===== src/rtl/sample_mem_arbiter_pkg.sv =====
// Shared constants for the sample-memory arbiter: owner encoding, reader indices
// and default widths.
package sample_mem_arbiter_pkg;

  localparam int AW_DEF       = 8;
  localparam int DW_DEF       = 20;
  localparam int MAX_HOLD_DEF = 16;

  typedef enum logic [2:0] {
    OWN_NONE = 3'd0,
    OWN_LD   = 3'd1,
    OWN_R0   = 3'd2,
    OWN_R1   = 3'd3,
    OWN_R2   = 3'd4
  } own_t;

  localparam logic [1:0] RD_MEAN = 2'd0;
  localparam logic [1:0] RD_CALC = 2'd1;
  localparam logic [1:0] RD_ERR  = 2'd2;

  function automatic own_t rd_own(input logic [1:0] idx);
    case (idx)
      RD_MEAN: return OWN_R0;
      RD_CALC: return OWN_R1;
      default: return OWN_R2;
    endcase
  endfunction

endpackage


===== src/rtl/sample_mem_arbiter_rr_pick3.sv =====
// Three-way round-robin selector: first eligible reader starting after i_last.
module rr_pick3
  import sample_mem_arbiter_pkg::*;
(
  input  logic [2:0] i_req,
  input  logic [1:0] i_last,
  input  logic [2:0] i_excl,
  output logic [1:0] o_winner,
  output logic       o_valid
);

  logic [2:0] w_eff;
  logic [2:0] w_pick;

  function automatic logic [2:0] pick_first(input logic [2:0] eff, input logic [1:0] a,
                                            input logic [1:0] b, input logic [1:0] c);
    if (eff[a]) begin
      return {1'b1, a};
    end else if (eff[b]) begin
      return {1'b1, b};
    end else if (eff[c]) begin
      return {1'b1, c};
    end else begin
      return 3'b000;
    end
  endfunction

  assign w_eff = i_req & ~i_excl;

  // Search order rotates so the reader after the last winner is tried first.
  always_comb begin
    w_pick = 3'b000;
    case (i_last)
      RD_MEAN: w_pick = pick_first(w_eff, RD_CALC, RD_ERR,  RD_MEAN);
      RD_CALC: w_pick = pick_first(w_eff, RD_ERR,  RD_MEAN, RD_CALC);
      default: w_pick = pick_first(w_eff, RD_MEAN, RD_CALC, RD_ERR);
    endcase
  end

  assign o_valid  = w_pick[2];
  assign o_winner = w_pick[1:0];

endmodule


===== src/rtl/sample_mem_arbiter.sv =====
// Burst-granular owner of the single-port sample RAM: loader has fixed priority,
// readers rotate, and a hold limit forces handover while others wait.
module sample_mem_arbiter
  import sample_mem_arbiter_pkg::*;
#(
  parameter int AW       = AW_DEF,
  parameter int DW       = DW_DEF,
  parameter int MAX_HOLD = MAX_HOLD_DEF
) (
  input  logic          clk,
  input  logic          rst,
  input  logic          ld_req,
  input  logic [AW-1:0] ld_addr,
  input  logic [DW-1:0] ld_wdata,
  output logic          ld_gnt,
  input  logic [2:0]    rd_req,
  input  logic [3*AW-1:0] rd_addr,
  output logic [2:0]    rd_gnt,
  output logic [2:0]    rd_valid,
  output logic [DW-1:0] rd_data,
  output logic          mem_we,
  output logic [AW-1:0] mem_addr,
  output logic [DW-1:0] mem_wdata,
  input  logic [DW-1:0] mem_rdata
);

  localparam int HW = $clog2(MAX_HOLD + 1);

  own_t          r_own;
  logic [1:0]    r_last;
  logic [HW-1:0] r_hold;
  logic [2:0]    r_rd_valid;

  own_t       w_own_nxt;
  logic [1:0] w_last_nxt;
  logic       w_own_req;
  logic       w_own_rd;
  logic [1:0] w_own_idx;
  logic [2:0] w_own_mask;
  logic       w_others;
  logic       w_expire;
  logic       w_arb;
  logic [1:0] w_pick;
  logic       w_pick_valid;

  // Decode who owns the port and whether that owner is still requesting.
  always_comb begin
    w_own_req = 1'b0;
    w_own_rd  = 1'b0;
    w_own_idx = RD_MEAN;
    case (r_own)
      OWN_LD: w_own_req = ld_req;
      OWN_R0: begin w_own_rd = 1'b1; w_own_idx = RD_MEAN; w_own_req = rd_req[0]; end
      OWN_R1: begin w_own_rd = 1'b1; w_own_idx = RD_CALC; w_own_req = rd_req[1]; end
      OWN_R2: begin w_own_rd = 1'b1; w_own_idx = RD_ERR;  w_own_req = rd_req[2]; end
      default: w_own_req = 1'b0;
    endcase
  end

  assign w_own_mask = w_own_rd ? (3'b001 << w_own_idx) : 3'b000;
  assign w_others   = (r_own == OWN_LD) ? (|rd_req) : (ld_req | (|(rd_req & ~w_own_mask)));
  assign w_expire   = (r_own != OWN_NONE) && (r_hold == HW'(MAX_HOLD)) && w_others;
  assign w_arb      = (r_own == OWN_NONE) || !w_own_req || w_expire;

  rr_pick3 u_pick (
    .i_req    (rd_req),
    .i_last   (r_last),
    .i_excl   (w_expire ? w_own_mask : 3'b000),
    .o_winner (w_pick),
    .o_valid  (w_pick_valid)
  );

  // Next owner: keep unless released or expired; on expiry the owner sits out.
  always_comb begin
    w_own_nxt  = r_own;
    w_last_nxt = r_last;
    if (w_arb) begin
      if (ld_req && !(w_expire && (r_own == OWN_LD))) begin
        w_own_nxt = OWN_LD;
      end else if (w_pick_valid) begin
        w_own_nxt  = rd_own(w_pick);
        w_last_nxt = w_pick;
      end else begin
        w_own_nxt = OWN_NONE;
      end
    end else begin
      w_own_nxt = r_own;
    end
  end

  // Ownership, round-robin pointer, hold count and read-return pipeline.
  always_ff @(posedge clk) begin
    if (rst) begin
      r_own      <= OWN_NONE;
      r_last     <= RD_ERR;
      r_hold     <= {HW{1'b0}};
      r_rd_valid <= 3'b000;
    end else begin
      r_own      <= w_own_nxt;
      r_last     <= w_last_nxt;
      r_rd_valid <= rd_gnt & rd_req;
      if (w_own_nxt != r_own) begin
        r_hold <= (w_own_nxt == OWN_NONE) ? {HW{1'b0}} : HW'(1);
      end else if ((r_own != OWN_NONE) && (r_hold != HW'(MAX_HOLD))) begin
        r_hold <= r_hold + HW'(1);
      end else begin
        r_hold <= r_hold;
      end
    end
  end

  assign ld_gnt = (r_own == OWN_LD);
  assign rd_gnt = {r_own == OWN_R2, r_own == OWN_R1, r_own == OWN_R0};

  // Steer the owner's access onto the RAM port; idle port drives zeros.
  always_comb begin
    mem_we    = 1'b0;
    mem_addr  = {AW{1'b0}};
    mem_wdata = {DW{1'b0}};
    if (w_own_req) begin
      if (r_own == OWN_LD) begin
        mem_we    = 1'b1;
        mem_addr  = ld_addr;
        mem_wdata = ld_wdata;
      end else begin
        case (w_own_idx)
          RD_MEAN: mem_addr = rd_addr[0*AW +: AW];
          RD_CALC: mem_addr = rd_addr[1*AW +: AW];
          default: mem_addr = rd_addr[2*AW +: AW];
        endcase
      end
    end else begin
      mem_we = 1'b0;
    end
  end

  assign rd_valid = r_rd_valid;
  assign rd_data  = (|r_rd_valid) ? mem_rdata : {DW{1'b0}};

endmodule


===== config.mk =====
export PLATFORM = sky130hd
export DESIGN_NAME = sample_mem_arbiter
export DESIGN_NICKNAME = d
export VERILOG_FILES = /design/src/rtl/sample_mem_arbiter_pkg.sv /design/src/rtl/sample_mem_arbiter_rr_pick3.sv /design/src/rtl/sample_mem_arbiter.sv
export SDC_FILE = /design/constraint.sdc
export NUM_CORES = 1
export LEC_CHECK = 0
export ABC_CLOCK_PERIOD_IN_PS = 3800
export BUFFER_PORTS_ARGS = -buffer_cell sky130_fd_sc_hd__clkbuf_2
export CORE_AREA = 5 5 78 80
export DETAILED_ROUTE_END_ITERATION = 12
export DIE_AREA = 0 0 83 85
export GPL_ROUTABILITY_DRIVEN = 0
export PLACE_DENSITY = 0.67
export SYNTH_ARGS = -nofsm -noshare
export SYNTH_HDL_FRONTEND = slang
export SYNTH_HIERARCHICAL = 1
export SYNTH_SLANG_ARGS = --single-unit

===== constraint.sdc =====
create_clock -name clk -period 3.8 [get_ports clk]
set_input_delay 0.19 -clock clk [delete_from_list [all_inputs] [get_ports clk]]
set_output_delay 0.19 -clock clk [all_outputs]
set_load 0.01 [all_outputs]

==> results of run 1 <==
## where the power goes
| group | switching [mW] | internal, mW |
|---|---|---|
| logic | 0.123 | 0.110 |
| registers | 0.0130 | 0.144 |
| clock network | 0.0484 | 0.0739 |
## worst reg2reg max path, delay by kind of cell, from the launching register on
family	cells	cell delay, ns
simple gates	4	0.58
compound gates	7	2.12
flops	1	0.59
## per-layer routing
layer  track usage  up-vias  wire, µm
li1              -     1008         -
met1         0.166      889      2150
met2         0.265      114      2560
met3        0.0359        4       568
met4        0.0357        0        32
met5             0        -         0
## area by class of cell
type / instances / area [µm²] / area share
clock buffer: 4 / 45.0 / 0.0196
inverter: 10 / 37.5 / 0.0163
multi-input combinational: 178 / 1170 / 0.507
sequential: 13 / 260 / 0.113
tap: 72 / 90.1 / 0.0391
timing repair buffer: 138 / 703 / 0.305
## sequential cells by signal (all words and copies together) (netlist names)
name      cells
r_own         3
r_hold        5
rd_valid      3
r_last        2
## placed cells by master, fill, tap and decap left out, types with 2 or more instances in the layout
cell type  synthesis  routed
mux2i_1            3       3
nand3_1           13      13
a211o_1            2       2
nand3b_1           4       4
o31ai_4            2       2
nor3_1            11      10
a21oi_2            2       2
buf_4              0       5
clkbuf_8           0       3
and3_1             2       2
xor2_1             3       3
clkbuf_2           0     133
nand2b_1           6       6
nor2b_1           25      25
nor2_1            13      13
inv_1              9       9
nand2_1           22      22
a21oi_1           13      13
ha_1               2       2
nor3b_1            3       3
xnor2_1            3       3
dfxtp_1           13      13
and2_1            21      21
o21ai_0            3       3
a311o_1            8       8
## cell families (layout without fill, tap and decap cells)
kind of cell               count (synthesis)  count (layout)
adders and majority gates                  2               2
DFF                                       13              13
buffers and inverters                     23             152
AOI/OAI and AO/OA                         42              42
xor gates and xnor gates                   6               6
and+or+nand+nor                          125             125
muxes                                      3               3
## metrics by stage
step	std cells	hold slack (ns)	power, mW	instance area [µm²]	worst slack (ns)
2_1_floorplan	214	0.333	0.299	1510	0.844
3_3_place_gp	411	0.462	0.389	2260	0.560
3_5_place_dp	411	0.464	0.394	2260	0.462
4_1_cts	415	0.250	0.517	2300	0.454
5_1_grt	415	0.252	0.550	2300	0.129
6_report	415	0.243	0.513	2300	0.389
## worst min path at each step
stage | cells after the start | slack (ns) | from | end
floorplan | 2 | 0.33 | rd_req[2] | rd_valid[2]
global placement | 2 | 0.46 | r_last[0] | r_last[0]
detailed placement | 2 | 0.46 | r_last[0] | r_last[0]
CTS | 2 | 0.25 | rst | r_own[1]
global route | 2 | 0.25 | rst | r_own[1]
finish | 2 | 0.24 | rst | r_own[1]
==> impl_metrics.json, run 1 <==
{
  "skew_ns": 0.00805,
  "antenna_cells": 0,
  "overflow": 0,
  "cp-start-kind": "flop",
  "synth-adder-area-share": 0.0165,
  "portBuffers": 133,
  "cts.hold.buffers_added": 0,
  "finalNetCount": 424,
  "die_h_um": 85,
  "yosysMostFrequentCell": "nor2b_1",
  "viasPerCell": 4.86,
  "clock_path_buffers": 2,
  "grt_pass1_vias": 1973,
  "cp_num_buf_inv": 0,
  "worstReg2RegStart": "r_own[2]",
  "crit_required_ns": 3.93,
  "synth_top_flop_cell": "dfxtp_1",
  "synth_compound_area_frac": 0.227,
  "synthDistinctLibCells": 43,
  "path_cells": "nor2b_1 -> a311oi_1 -> o31a_1 -> and2_1 -> nor2b_1 -> a221oi_1 -> nand2b_1 -> a32oi_1 -> a211oi_1 -> a21oi_2 -> o221a_1",
  "synth_common_cells": "nor2b_1, nand2_1, and2_1",
  "setup_viol": 0,
  "place_hpwl_um": 4450,
  "finalMaxSlewViolations": 0,
  "cts_buffers": 3,
  "rsz0062_at_grt": "false",
  "grt_pass1_wl_um": 8880,
  "wl_per_cell_um": 12.8,
  "htreeDepth": 1,
  "slowest_stage": "dfxtp_1",
  "yosys_warnings": 6,
  "startpoint": "r_own[2]",
  "holdCritPathClass": "input port to flop",
  "rr_worst_depth": 11,
  "seq_area_frac_synth": 0.172,
  "rows": 27,
  "hold_viol_final": 0,
  "r2r_slack_ns": 0.39,
  "fin_crit_sh": 0.898,
  "ctsResizeCount": 0,
  "core_mm2": 0.00534,
  "start_util": 0.284,
  "path_common_cell": "nor2b_1",
  "synth-xor-area-share": 0.0347,
  "synth_top_family_by_area": "simple AND/OR/NAND/NOR gates",
  "synthArstFlopShare": 0,
  "maxSlewHeadroom": 0.317,
  "ir_worst_vdd_uv": 93.0,
  "synth_edf_count": 0,
  "slowest_delay_ns": 0.59,
  "synth_top_area_frac": 0.172,
  "wl_um": 5310,
  "tns_ns": 0,
  "ys_ff_latch": 13,
  "grt.total_usage": 0.144,
  "post_cts_buffers": 0,
  "cellPowerDensity_mw_per_mm2": 223,
  "clock-sinks": 13,
  "ant_nets": 0,
  "synthTopCellsByArea": "dfxtp_1, nor2b_1, and2_1",
  "fillers": 563,
  "netlist_area_mm2": 0.00151,
  "rr_endpoint": "r_hold[0]",
  "via_count": 2015,
  "leakage_nw": 1.16,
  "period_needed_ns": 3.41,
  "worst_pin_slew_ns": 1.02,
  "dr.pass1.iters": 4,
  "drt_iter0_markers": 114,
  "die_w_um": 83,
  "yosys.area.top_type": "dfxtp_1",
  "status": "completed",
  "synth.area.mux_share": 0.0198,
  "endpoint": "r_hold[0]",
  "cts_root_buf": "clkbuf_8",
  "drive_gt1_frac": 0.437,
  "yosys.area_share.simple": 0.469,
  "antenna_found_initial": 0,
  "synth_cells": 214,
  "fin_util": 0.431,
  "clkTransAtPathRegs_ns": 0.06,
  "die_area_mm2": 0.00706,
  "worstPathMaxFanout": 13,
  "syn_area_per_cell_um2": 7.07,
  "io_pins": 134,
  "synth_fp_nets": 294,
  "criticalPathCategory": "flop to flop",
  "worst_path_dominant_cell_family": "compound AO/OA/AOI/OAI gates",
  "end_kind": "flop",
  "clock_latency_ns": 0.24,
  "fmaxAchievable_mhz": 293,
  "grt_max_degree": 22,
  "tritoncts": "done",
  "drc": 0,
  "cap_violations": 0,
  "cp_num_cells": 11,
  "area_growth_pct": 52.1,
  "critPathArrivalTime_ns": 3.54
}
No activity file was read; power rests on OpenSTA's default activity.
==> run 2, diff against run 1 <==
ABC_CLOCK_PERIOD_IN_PS = 3060   (was 3800)
CELL_PAD_IN_SITES_DETAIL_PLACEMENT = 1   (was default)
CELL_PAD_IN_SITES_GLOBAL_PLACEMENT = 1   (was default)
CORE_AREA = 5 5 89 91   (was 5 5 78 80)
DIE_AREA = 0 0 94 96   (was 0 0 83 85)
PLACE_DENSITY = 0.8   (was 0.67)
SLEW_MARGIN = 25   (was default)
clock period = 3.06 ns   (was 3.8 ns; I/O delays follow)
==> run 2 against run 1 <==
Compared with the run above: non-clock buffer count rose by 13; combinational power rose by 46%; register-to-register slack got worse by 0.25 ns; wire length rose by 27%; cell count rose by 9.6%; first-iteration DRC count fell by 27%.
==> impl_metrics.json, run 2 (same netlist as run 1, synthesis figures left out) <==
{
  "cts_buffers": 3,
  "fmaxAchievable_mhz": 342,
  "fillers": 938,
  "io_pins": 134,
  "path_cells": "inv_1 -> ha_1 -> nand4bb_4 -> a211oi_4 -> o31a_1 -> and2_4 -> nor2b_4 -> a221oi_4 -> buf_4 -> nor4bb_1 -> a32oi_1 -> a211oi_2 -> a21oi_2 -> buf_4 -> nor3_1",
  "slowest_delay_ns": 0.33,
  "drt_iter0_markers": 83,
  "clock_latency_ns": 0.24,
  "antenna_cells": 0,
  "grt_pass1_wl_um": 10600,
  "start_util": 0.214,
  "htreeDepth": 1,
  "cap_violations": 0,
  "drc": 0,
  "via_count": 2178,
  "path_common_cell": "buf_4",
  "largest_register_ffs": 5,
  "viasPerCell": 4.79,
  "final_common_cell": "clkbuf_2",
  "clkTransAtPathRegs_ns": 0.06,
  "worst_pin_slew_ns": 0.654,
  "wl_um": 6740,
  "dr.pass1.iters": 4,
  "grt.total_usage": 0.141,
  "power_uw": 692,
  "worstHoldStart": "rst",
  "portBuffers": 133,
  "worstPathMaxFanout": 4,
  "grt_max_degree": 22,
  "cts_root_buf": "clkbuf_8",
  "grt_pass1_vias": 2247,
  "clock-sinks": 13,
  "top_register": "r_hold",
  "criticalPathCategory": "flop to flop",
  "worstReg2RegStart": "r_hold[0]",
  "finalNetCount": 437,
  "hold_viol_final": 0,
  "status": "completed",
  "antenna_found_initial": 0,
  "slowest_stage": "dfxtp_1",
  "die_area_mm2": 0.00902,
  "maxSlewHeadroom": 0.562,
  "holdCritPathClass": "input port to flop",
  "die_w_um": 94,
  "rows": 31,
  "skew_ns": 0.000533,
  "ant_nets": 0,
  "finalMaxSlewViolations": 0,
  "clock_path_buffers": 2,
  "ir_worst_vdd_uv": 131,
  "die_h_um": 96,
  "tritoncts": "done",
  "wl_per_cell_um": 14.8,
  "startpoint": "r_hold[0]",
  "period_needed_ns": 2.92,
  "setup_viol": 0,
  "end_kind": "flop",
  "place_hpwl_um": 5460,
  "area_growth_pct": 68.2,
  "crit_required_ns": 3.19,
  "fin_crit_sh": 0.955,
  "fin_util": 0.361,
  "cp-start-kind": "flop",
  "cts.hold.buffers_added": 0,
  "layout_common_cells": "clkbuf_2, nand2_1, nor2b_1, and2_1, buf_4",
  "drive_gt1_frac": 0.506,
  "leakage_nw": 1.26,
  "critPathArrivalTime_ns": 3.05,
  "core_mm2": 0.00706,
  "overflow": 0,
  "cellPowerDensity_mw_per_mm2": 272
}
==> run 2: cell count changes in the layout (fill, tap and decap cells not counted), moves of 2 or more <==
cell / previous run / this run
nor2b_4: 0 / 2
buf_4: 5 / 18
dfxtp_4: 0 / 2
dfxtp_1: 13 / 10
nor2b_1: 25 / 22
==> run 2: path summary, 6_finish.rpt <==
| check | to | slack, ns | cells past startpoint |
|---|---|---|---|
| setup reg to reg | r_hold[1] | 0.14 | 15 |
| setup / recovery | r_hold[1] | 0.14 | 15 |
| hold reg to reg | r_last[0] | 0.51 | 2 |
| hold / removal | r_own[1] | 0.22 | 2 |
==> run 2: cell type report <==
| type | count | area, µm² | share of cell area |
|---|---|---|---|
| clock buffers | 4 | 45.0 | 0.0177 |
| multi-input cells | 178 | 1270 | 0.499 |
| flip-flops and latches | 13 | 269 | 0.106 |
| repair buffers | 151 | 801 | 0.314 |
| well taps | 99 | 124 | 0.0486 |
| inverters | 10 | 37.5 | 0.0147 |
==> run 2: what timing repair did <==
| action | 4_1_cts | 5_1_grt |
|---|---|---|
| resized for setup | 5 | 19 |
| endpoints found under the hold margin | 0 | 0 |
| setup buffers | 0 | 1 |
| setup endpoints to repair | 5 | 5 |
| pin swaps | 0 | 2 |
==> run 2: report_power, final <==
part           switching [mW]  internal (mW)  total [mW]
clock                  0.0644         0.0920       0.156
combinational           0.178          0.163       0.341
sequential             0.0161          0.179       0.195
==> run 2: critical path: cells and delay by family, from the launching register on <==
| family | cells | cell delay (ns) |
|---|---|---|
| fa+ha+maj | 1 | 0.20 |
| buf+inv | 3 | 0.42 |
| flops | 1 | 0.33 |
| compound gates | 6 | 1.37 |
| simple gates | 5 | 0.48 |
==> run 2: routing by layer <==
metal	share of wire	wire length, µm	GRT usage	vias up
li1	-	-	-	1030
met3	0.090	607	0.0422	4
met1	0.39	2610	0.161	1035
met5	0	0	0	-
met2	0.52	3500	0.266	109
met4	0.0039	26	0.0217	0
==> run 2: metrics by stage <==
step                      area [µm²]  TNS [ns]  worst slack [ns]  hold slack (ns)  instances
after floorplan                 1510         0             0.104            0.296        214
after global routing            2550    -0.138           -0.0623            0.236        455
after detailed placement        2380   -0.0872           -0.0872            0.471        450
final                           2550         0             0.137            0.216        455
after CTS                       2450         0            0.0174            0.207        454
after global placement          2380         0            0.0830            0.460        450
